$ cat src/rtl/iterative_divider_pkg.sv
// Shared types and sizing for the iterative divider: FSM state encoding,
// default operand width and the derived iteration-counter width.
package iterative_divider_pkg;

  localparam int DIV_WIDTH_DEFAULT = 32;

  // Counter must hold DIV_WIDTH-1; keep at least one bit for degenerate widths.
  function automatic int cnt_width(input int width);
    return (width > 1) ? $clog2(width) : 1;
  endfunction

  localparam int CNT_WIDTH_DEFAULT = cnt_width(DIV_WIDTH_DEFAULT);

  typedef enum logic [1:0] {
    IDLE = 2'd0,
    BUSY = 2'd1,
    DONE = 2'd2
  } div_state_t;

endpackage

$ cat src/rtl/iterative_divider_step.sv
// One restoring-division step: shift the next dividend bit into the partial
// remainder, trial-subtract the divisor, keep the difference if non-negative.
module iterative_divider_step
  import iterative_divider_pkg::*;
#(
  parameter int WIDTH = DIV_WIDTH_DEFAULT
) (
  input  logic [WIDTH-1:0] i_rem,
  input  logic             i_bit,
  input  logic [WIDTH-1:0] i_divisor,
  output logic [WIDTH-1:0] o_rem,
  output logic             o_q_bit
);

  logic [WIDTH:0] w_shifted;

  always_comb begin
    w_shifted = {i_rem, i_bit};
    o_q_bit   = (w_shifted >= {1'b0, i_divisor});
    // The true difference is below 2^WIDTH whenever it is kept, so the
    // truncated subtraction is exact.
    o_rem     = o_q_bit ? (w_shifted[WIDTH-1:0] - i_divisor) : w_shifted[WIDTH-1:0];
  end

endmodule

$ cat src/rtl/iterative_divider.sv
// Multi-cycle signed/unsigned restoring divider: one quotient bit per cycle,
// abortable by flush or reset, with registered quotient/remainder outputs.
module iterative_divider
  import iterative_divider_pkg::*;
#(
  parameter int DIV_WIDTH = DIV_WIDTH_DEFAULT
) (
  input  logic                 clk,
  input  logic                 resetn,
  input  logic                 i_start,
  input  logic                 i_signed,
  input  logic [DIV_WIDTH-1:0] i_dividend,
  input  logic [DIV_WIDTH-1:0] i_divisor,
  input  logic                 i_flush,
  output logic                 o_busy,
  output logic                 o_done,
  output logic [DIV_WIDTH-1:0] o_quotient,
  output logic [DIV_WIDTH-1:0] o_remainder
);

  localparam int             CNT_W    = cnt_width(DIV_WIDTH);
  localparam logic [CNT_W-1:0] CNT_LOAD = CNT_W'(DIV_WIDTH - 1);

  div_state_t r_state, w_state_next;

  logic [CNT_W-1:0]     r_cnt;
  logic [DIV_WIDTH-1:0] r_divisor, r_rem, r_quo, r_quotient, r_remainder;
  logic                 r_neg_q, r_neg_r, r_div_zero;

  logic                 w_accept, w_last, w_step_q;
  logic [DIV_WIDTH-1:0] w_dividend_mag, w_divisor_mag, w_step_rem;
  logic [DIV_WIDTH-1:0] w_quo_raw, w_quo_final, w_rem_final;

  // Requests are honoured only out of reset, outside BUSY and without a flush.
  assign w_accept = resetn & i_start & ~i_flush & (r_state != BUSY);
  assign w_last   = (r_state == BUSY) && (r_cnt == '0) && !i_flush;

  assign o_busy      = (r_state == BUSY) | w_accept;
  assign o_done      = (r_state == DONE);
  assign o_quotient  = r_quotient;
  assign o_remainder = r_remainder;

  assign w_dividend_mag = (i_signed && i_dividend[DIV_WIDTH-1]) ? (~i_dividend + 1'b1) : i_dividend;
  assign w_divisor_mag  = (i_signed && i_divisor[DIV_WIDTH-1])  ? (~i_divisor + 1'b1)  : i_divisor;

  iterative_divider_step #(.WIDTH(DIV_WIDTH)) u_step (
    .i_rem    (r_rem),
    .i_bit    (r_quo[DIV_WIDTH-1]),
    .i_divisor(r_divisor),
    .o_rem    (w_step_rem),
    .o_q_bit  (w_step_q)
  );

  // Divide-by-zero yields all-ones raw quotient; it must not be sign-fixed.
  assign w_quo_raw   = {r_quo[DIV_WIDTH-2:0], w_step_q};
  assign w_quo_final = (r_neg_q && !r_div_zero) ? (~w_quo_raw + 1'b1) : w_quo_raw;
  assign w_rem_final = r_neg_r ? (~w_step_rem + 1'b1) : w_step_rem;

  always_ff @(posedge clk) begin
    if (!resetn) r_state <= IDLE;
    else         r_state <= w_state_next;
  end

  always_comb begin
    // NOTE: assigning a default first guarantees no latch for paths that skip an assignment.
    w_state_next = r_state;
    unique case (r_state)
      IDLE, DONE: w_state_next = w_accept ? BUSY : IDLE;
      BUSY: begin
        if (i_flush)           w_state_next = IDLE;
        else if (r_cnt == '0)  w_state_next = DONE;
      end
      default: w_state_next = IDLE;
    endcase
  end

  // NOTE: sequential state uses non-blocking assignments so every register samples pre-edge values.
  always_ff @(posedge clk) begin
    if (!resetn) begin
      r_cnt       <= '0;
      r_divisor   <= '0;
      r_rem       <= '0;
      r_quo       <= '0;
      r_neg_q     <= 1'b0;
      r_neg_r     <= 1'b0;
      r_div_zero  <= 1'b0;
      r_quotient  <= '0;
      r_remainder <= '0;
    end else if (w_accept) begin
      r_cnt      <= CNT_LOAD;
      r_divisor  <= w_divisor_mag;
      r_quo      <= w_dividend_mag;
      r_rem      <= '0;
      r_neg_q    <= i_signed & (i_dividend[DIV_WIDTH-1] ^ i_divisor[DIV_WIDTH-1]);
      r_neg_r    <= i_signed & i_dividend[DIV_WIDTH-1];
      r_div_zero <= (i_divisor == '0);
    end else if (r_state == BUSY && !i_flush) begin
      r_rem <= w_step_rem;
      r_quo <= w_quo_raw;
      r_cnt <= r_cnt - 1'b1;
      if (w_last) begin
        r_quotient  <= w_quo_final;
        r_remainder <= w_rem_final;
      end
    end
  end

endmodule

$ cat config.mk
export PLATFORM = sky130hd
export DESIGN_NAME = iterative_divider
export DESIGN_NICKNAME = d
export VERILOG_FILES = /design/src/rtl/iterative_divider_pkg.sv /design/src/rtl/iterative_divider_step.sv /design/src/rtl/iterative_divider.sv
export SDC_FILE = /design/constraint.sdc
export NUM_CORES = 1
export LEC_CHECK = 0
export BUFFER_PORTS_ARGS = -buffer_cell sky130_fd_sc_hd__buf_2
export CORE_AREA = 5 5 151 153
export CTS_BUF_LIST = sky130_fd_sc_hd__clkbuf_2
export CTS_CLUSTER_SIZE = 24
export DETAILED_ROUTE_END_ITERATION = 8
export DIE_AREA = 0 0 156 158
export PLACE_DENSITY = 0.76
export SLEW_MARGIN = 10
export SYNTH_ARGS = -nofsm -noshare
export SYNTH_HDL_FRONTEND = slang
export SYNTH_SLANG_ARGS = --single-unit
$ cat constraint.sdc
create_clock -name clk -period 15.3 [get_ports clk]
set_input_delay 1.53 -clock clk [delete_from_list [all_inputs] [get_ports clk]]
set_output_delay 1.53 -clock clk [all_outputs]
set_load 0.005 [all_outputs]
Word level (Yosys, flattened, before mapping)
Index checks and enable logic that the tools add are counted.
Storage, ports and cells
  output and inout bits: 66
  input bits: 69
  logic and storage cells: 63
  bits in registers: 170
Operators by class
  mux-type cells: 13
  add/subtract/negate cells: 6
  equal/unequal tests: 4
  reduce and logical (&&, ||, !) cells: 15
  order comparisons: 1
  bitwise operators: 14
Operators by type and width (number)
  32-bit 2-to-1 mux: 7
  32-bit by 1-bit adder with 32-bit output (second input constant): 4
  32-bit inverter: 4
  33-bit by 32-bit >= comparator with 1-bit output: 1
  32-bit zero test: 1
  32-bit subtractor: 1
  5-bit 2-to-1 mux: 2
  1-bit logical AND: 6
  1-bit AND: 5
  5-bit zero test: 1
  5-bit by 1-bit subtractor with 5-bit output (second input constant): 1
  2-bit 2-to-1 mux: 2
  2-bit case mux with 2 select lines: 1
  2-bit OR reduction: 2
  3-bit by 2-bit inequality test with 1-bit output (second input constant): 1
  1-bit inverter: 3
  3-bit AND reduction: 1
  2-bit by 1-bit == test with 1-bit output (second input constant): 1
  2-bit == test (second input constant): 1
  1-bit zero test: 2
  2-bit zero test: 1
  2-bit by 1-bit inequality test with 1-bit output (second input constant): 1
  2-bit nonzero test: 1
  1-bit 2-to-1 mux: 1
  other kinds (2): 2

Longest topological paths before layout
Gate-level depths: netlist (run 1).
  depth in word-level cells: 5
  gate-level depth with buffers: 25
  gate-level depth less buffers: 20

Hierarchy
A second synthesis (run 1) with hierarchy kept.
Unflattened totals
  cells, all modules: 1427
  area, all modules: 11250.8 um^2
Modules (own cells, without submodules)
  iterative_divider: instances 1, area an instance 8919.8 um^2, cells an instance 1104
  iterative_divider_step: instances 1, area an instance 2331.0 um^2, cells an instance 323

Least setup slack after synthesis (run 1)
OpenSTA, ideal clock, no wires.
  path kind: register to register
  from: register r_divisor[17]
  to: register r_remainder[30], in the netlist o_remainder[30]
  stages on the path, launching flop included: 24
  arrival time: 5413 ps
  clock period less this slack: 5487 ps
  path slack: 9813 ps
  cell sequence: dfxtp_1 -> inv_1 -> ha_1 -> buf_4 -> nand2_2 -> or4_4 -> or4_4 -> and3_4 -> nand3_2 -> buf_4 -> buf_2 -> buf_2 -> buf_2 -> mux2i_1 -> ha_1 -> nand2_1 -> or3_1 -> nor4bb_1 -> mux2i_1 -> a211oi_1 -> nand3_1 -> o41a_1 -> xor2_1 -> o21ai_0
On the way
  word-level cells in the longest chain between the ends: 5
  elaborated cells between the ends (all ways): 6
  those cells by class: add/sub (2); order compare (1); mux (2); bitwise (1)
Ends and longest elaborated chain
  start, declared: line iterative_divider.sv:27  | logic [DIV_WIDTH-1:0] r_divisor, r_rem, r_quo, r_quotient, r_remainder;
  start signal, assigned: line iterative_divider.sv:91  | r_divisor <= w_divisor_mag;
  32-bit subtractor / 33-bit by 32-bit >= comparator with 1-bit output (equally long branches): line iterative_divider_step.sv:22, iterative_divider_step.sv:19
  32-bit 2-to-1 mux (*): line iterative_divider_step.sv:22  | o_rem = o_q_bit ? (w_shifted[WIDTH-1:0] - i_divisor) : w_shifted[WIDTH-1:0];
  32-bit inverter: line iterative_divider.sv:57  | assign w_rem_final = r_neg_r ? (~w_step_rem + 1'b1) : w_step_rem;
  32-bit by 1-bit adder with 32-bit output: line iterative_divider.sv:57
  32-bit 2-to-1 mux (*): line iterative_divider.sv:57
  end signal, assigned: line iterative_divider.sv:103  | r_remainder <= w_rem_final;
  end, declared: line iterative_divider.sv:27
Mark *: on every way between the ends. The rest lies on a longest branch, timed or not.
A chain may end at the register's enable or synchronous reset.

Worst setup path after layout (run 1)
Same ends and word-level chain as after synthesis.

==> results of run 1 <==
worst max-delay path: stages (launching register included):
cell      delay [ps]
dfxtp_1          410
inv_1             50
ha_1             420
nand2_2          130
or4_4            570
or4_4            550
and3_4           200
nand3_2           60
buf_4            510
mux2i_1          350
ha_1             280
nand2_1           60
or3_1            360
nor4bb_1         300
mux2i_1          200
a211oi_1         470
nand3_1          220
o41a_1           370
xor2_1           140
o21ai_0          140
kinds of logic after synthesis:
| logic type | synth area share |
|---|---|
| buffers and inverters | 0.0526 |
| adders and majority gates | 0.0431 |
| DFF | 0.296 |
| and+or+nand+nor | 0.241 |
| xor gates and xnor gates | 0.100 |
| muxes | 0.0148 |
| AOI/OAI and AO/OA | 0.252 |
layer usage:
layer,GRT usage,share of wire,routed length [µm]
met4,0.0813,0.022,743
met2,0.440,0.46,16000
met5,0,0,0
met1,0.372,0.45,15700
met3,0.0355,0.061,2110
final timing paths:
kind	depth (start not counted)	slack (ps)	end
max	19	9450	o_remainder[30]
min	2	470	o_remainder[19]
max reg2reg	19	9450	o_remainder[30]
min reg2reg	2	470	o_remainder[19]
cell type report:
class / instances / area, µm² / share of cell area
tap: 280 / 350 / 0.0280
clock inverter: 15 / 204 / 0.0163
multi-input combinational: 1218 / 7510 / 0.600
sequential: 170 / 3400 / 0.272
antenna: 1 / 2.50 / 0.000200
inverter: 62 / 233 / 0.0186
clock buffer: 17 / 85.1 / 0.00679
timing repair buffer: 143 / 738 / 0.0589
cell usage in the layout (no fill, tap or decap), types with 14 or more instances in the layout:
cell	n
nand2_1	181
nor2_1	176
dfxtp_1	170
buf_2	134
a21oi_1	122
o21ai_0	99
xnor2_1	73
a211oi_1	66
inv_1	60
xor2_1	59
nand3_1	50
nor3_1	38
ha_1	38
a311oi_1	32
or3_1	22
a31oi_1	19
mux2i_1	17
o31ai_1	17
clkbuf_2	17
or4_1	14
power by group through the flow:
stage | Sequential (mW) | Combinational, mW | Clock (mW)
floorplan | 0.484 | 0.387 | 0
global placement | 0.489 | 0.514 | 0
detailed placement | 0.490 | 0.518 | 0
CTS | 0.482 | 0.521 | 0.273
global route | 0.485 | 0.576 | 0.289
finish | 0.483 | 0.530 | 0.270
sequential cells by signal, summed over array words and instances (netlist names):
signal       flops
o_quotient      32
o_remainder     32
r_divisor       32
r_quo           32
r_rem           32
r_cnt            5
r_state          2
r_div_zero       1
r_neg_q          1
r_neg_r          1
metrics by stage:
| step | setup WS (ps) | utilization |
|---|---|---|
| floorplan | 9810 | - |
| global placement | 9710 | 0.571 |
| detailed placement | 9540 | 0.571 |
| CTS | 9540 | 0.585 |
| global route | 9020 | 0.585 |
| finish | 9450 | 0.585 |
==> run metrics, run 1 <==
cts bufs inserted=17; # Post-CTS Setup Buffers=0; filler instances=2,009; first-pass GRT wire length=53.8 mm; clock share of power=0.210; Yosys top cell by area=dfxtp_1; synthesized cell area=11,500 µm²; initial antenna violation count=1; hpwl dp=26.1 mm; Post-CTS Hold Fix Bufs=0; largest net degree at the start of global routing=105; Net Count, Synth=1,654; final net count=1,720; Main synth FF type=dfxtp_1; critical path type=flip-flop to flip-flop; Int Pwr=723 µW; grt ovf=0; Worst Setup Start Kind=flip-flop; DR pass1 iterations=5; hold crit path type=flip-flop to flip-flop; most common cell in the netlist=nand2_1; Mean Syn Cell Area=7.44 µm²; Post-synth top cells=nand2_1, nor2_1, dfxtp_1, a21oi_1, o21ai_0; Final Skew=63.8 ps; pwr dens=102 nW/µm²; min-delay src=o_remainder[19]; CTS clk-pin slew, worst paths=320 ps; io pins=135; final hold vios=0; CTS Sinks=170; Async S/R FF share, synth=0; Worst EP arrival=6620 ps; share of layout cells above drive strength 1=0.123; EDFF count, synth=0; Final Non-Filler Cells=1,906; Tcrit/Tclk final=0.383; clock root cell=clkbuf_2; outcome=finished clean; vias in the first global route=10,200; Cells after DPL=1,873; Synth-to-Final Area Change=8.90%; post-synthesis cell type count=77; DR WL/cell=18.1 µm; final max-slew violation count=0; setup TNS=0 ps; worst vdd ir=0.0000598 V; vias per inst=6.02; RSZ-0062 raised after global routing=no; top post-synthesis cells by area=dfxtp_1, nand2_1, nor2_1, xnor2_1, a21oi_1; Mapped Cells=1,546; die height=158 µm; CP required=16,070 ps; max-slew headroom at the worst pin=0.242; Reg power frac=0.376; post_cts resized=0; DRC viols=0; share of the synthesized area in the top cell type=0.296; full die area=24,600 µm²; drt total wl=34.5 mm; Final Critical Period=5860 ps; element type at the critical path end=flip-flop; DRT antenna net count=0; via count=11,500; part of the Yosys area used for sequential elements=0.296; Least-Margin Pin Slew=1140 ps; leakage power=4.81 nW; switch share=0.436; initial core utilization=0.537; core area=21,400 µm²; FF-to-FF Start=r_divisor[17]; H-tree depth=4; final instance area=12,500 µm²; Hold Slack=474 ps; area post-placement=12,200 µm²; Max Fanout on Critical Path=52; DR iter-0 viols=869; CTS tree=yes; Setup Viol. Count Final=0; Fmax achieved=0.171 GHz; Combinational Power Share=0.413; Tot GR Track Use=0.269; row count=54; Clock Tree Buf Depth=2; Max Cap Viol=0; number of synthesis warnings=0; total chip power=1.28 mW; Seq cells post-synth=170; worst skew pair latency=800 ps; # port buffers=134; crit path from=r_divisor[17]; switching power total=559 µW; GPL Wtd Cong=0.954; die width=156 µm
Note: power is estimated with default switching activity, not from simulation.
==> run 2: changes to the inputs <==
--- a/config.mk
+++ b/config.mk
@@ -11,7 +11,7 @@
 export CTS_CLUSTER_SIZE = 24
 export DETAILED_ROUTE_END_ITERATION = 8
 export DIE_AREA = 0 0 156 158
-export PLACE_DENSITY = 0.76
+export PLACE_DENSITY = 0.79
 export SLEW_MARGIN = 10
 export SYNTH_ARGS = -nofsm -noshare
 export SYNTH_HDL_FRONTEND = slang
==> constraint.sdc (replaced) <==
create_clock -name clk -period 5 [get_ports clk]
set_input_delay 0.5 -clock clk [delete_from_list [all_inputs] [get_ports clk]]
set_output_delay 0.5 -clock clk [all_outputs]
set_load 0.005 [all_outputs]
==> run metrics, run 2 (synthesized netlist as in run 1, its figures left out) <==
# port buffers=134 (unchanged); final setup margin=192 ps (-9250 ps); core area=21,400 µm² (unchanged); Clock Tree Buf Depth=2 (unchanged); first-pass GRT wire length=55.5 mm (+3.1%); setup TNS=0 ps (unchanged); DRC viols=0 (unchanged); row count=54 (unchanged); FF-to-FF Start=r_divisor[1]; Max Fanout on Critical Path=5 (-90%); CP required=5730 ps (-10,340 ps); hold crit path type=primary input to flip-flop; share of layout cells above drive strength 1=0.148 (+0.0248); final hold vios=0 (unchanged); hold endpoint=r_divisor[0]; Final Critical Period=4810 ps (-1050 ps); register-to-register setup slack=190 ps (-9250 ps); CP max stage delay=550 ps (-20 ps); Tot GR Track Use=0.277 (+0.00817); area post-placement=12,500 µm² (+2.1%); GPL Wtd Cong=0.965 (+1.2%); final net count=1,753 (+1.9%); Slowest-stage cell, CP=or4_4; worst vdd ir=0.000155 V (+160%); outcome=finished clean; Tcrit/Tclk final=0.962 (+0.579); Setup Viol. Count Final=0 (unchanged); via count=11,700 (+1.8%); largest net degree at the start of global routing=104 (-0.95%); Synth-to-Final Area Change=11.6%; Max Cap Viol=0 (unchanged); leakage power=4.95 nW (+3.0%); H-tree depth=4 (unchanged); min-delay src=i_divisor[0]; hold-critical path depth=3 (+1); clock root cell=clkbuf_2; DR iter-0 viols=884 (+1.7%); io pins=135 (unchanged); critical path type=flip-flop to flip-flop; Worst EP arrival=5540 ps (-1080 ps); reg2reg path depth=18 (-1); DR pass1 iterations=5 (unchanged); Fmax achieved=0.208 GHz (+22%); DRT antenna net count=0 (unchanged); CTS Sinks=170 (unchanged); CTS clk-pin slew, worst paths=270 ps (-50 ps); grt ovf=0 (unchanged); final instance area=12,800 µm² (+2.5%); worst skew pair latency=770 ps (-30 ps); DR WL/cell=18.1 µm (about the same); hpwl dp=26.8 mm (+2.6%); die width=156 µm (unchanged); vias in the first global route=10,800 (+6.4%); final max-slew violation count=0 (unchanged); element type at the critical path end=flip-flop; max-slew headroom at the worst pin=0.266 (+0.0243); Least-Margin Pin Slew=1100 ps (-36.4 ps); worst reg2reg endpoint=o_remainder[30]; vias per inst=6.03 (+0.13%); initial core utilization=0.537 (unchanged); most common cell after layout, fill and taps aside=nand2_1; CTS tree=yes; most frequent cells in the layout=nand2_1, nor2_1, dfxtp_1; initial antenna violation count=1 (unchanged); Worst Setup Start Kind=flip-flop; pre-CTS WS=124 ps (-9420 ps); die height=158 µm (unchanged); CP Cell Sequence=inv_1, ha_1, nand3_1, or4_1, or4_4, and3_4, nand3_4, mux2i_2, ha_2, nand2_1, or3_4, nor4bb_1, mux2i_1, a211oi_2, nand3_2, o41a_1, xor2_1, o21ai_1; drt total wl=35.1 mm (+1.7%); full die area=24,600 µm² (unchanged); pwr dens=316 nW/µm² (+210%); Final Skew=50.0 ps (-13.8 ps); cts bufs inserted=17 (unchanged)
[run 2: changes by cell type in the layout (fill, tap and decap cells not counted), moves of 2 or more]
cell / change
ha_2: +5
dlygate4sd3_1: +2
clkinv_1: +2
bufinv_16: +2
dfxtp_1: -4
clkinv_8: -6
ha_1: -7
buf_4: +30
ha_4: +2
inv_8: -2
clkinv_2: +2
dfxtp_2: +3
[run 2: repair_timing]
item                                    in CTS  in global routing
hold endpoints to repair                     1                  1
gates resized for setup                      0                 14
endpoints found under the setup margin       0                  3
buffers inserted                             0                  1
hold buffers                                 1                  1
[run 2: per-stage QoR]
step                std cells  utilization  total power [mW]  hold WS, ps
floorplan                1546            -              2.70          441
global placement         1903        0.584              3.21          437
detailed placement       1903        0.584              3.23          445
CTS                      1935        0.596              4.02         1.91
global route             1938        0.599              4.28         1.05
finish                   1938        0.599              4.06         22.9
[run 2: critical path, delay by kind of cell, from the launching register on]
kind | cells | cell delay, ps
multiplexers | 2 | 450
adder cells (fa/ha/maj) | 2 | 560
AO/OA/AOI/OAI | 3 | 800
flip-flops | 1 | 400
AND/OR/NAND/NOR | 9 | 2330
XOR/XNOR | 1 | 150
buffers and inverters | 1 | 80
[run 2: area by class of cell]
cell class | instances | area, µm²
diodes | 1 | 2.50
clock buffers | 17 | 85.1
clock inverters | 14 | 169
fillers | 1966 | 8580
inverters | 62 | 233
multi-input cells | 1218 | 7580
flip-flops and latches | 170 | 3410
well taps | 280 | 350
repair buffers | 176 | 1000
[run 2: worst max path at each step]
stage | startpoint | endpoint | slack [ps] | cells after the start
5_1_grt | r_divisor[13] | o_remainder[30] | -10 | 18
3_5_place_dp | r_quo[31] | o_remainder[30] | 120 | 18
6_report | r_divisor[1] | o_remainder[30] | 190 | 18
3_3_place_gp | r_rem[13] | o_remainder[30] | 200 | 17
2_1_floorplan | r_divisor[18] | o_remainder[30] | -60 | 23
4_1_cts | r_quo[31] | o_remainder[30] | 100 | 18
[run 2: power by group]
part           switching (mW)  total (mW)  internal [mW]
clock network           0.518       0.799          0.281
registers              0.0554        1.47           1.42
logic                    1.11        1.78          0.674
total                    1.68        4.06           2.37
[run 2: metal layers]
layer,routed length (µm),global-route usage,vias up
met5,0,0,-
met4,1190,0.102,0
li1,-,-,5765
met3,2260,0.0429,78
met2,16500,0.467,448
met1,15100,0.361,5398
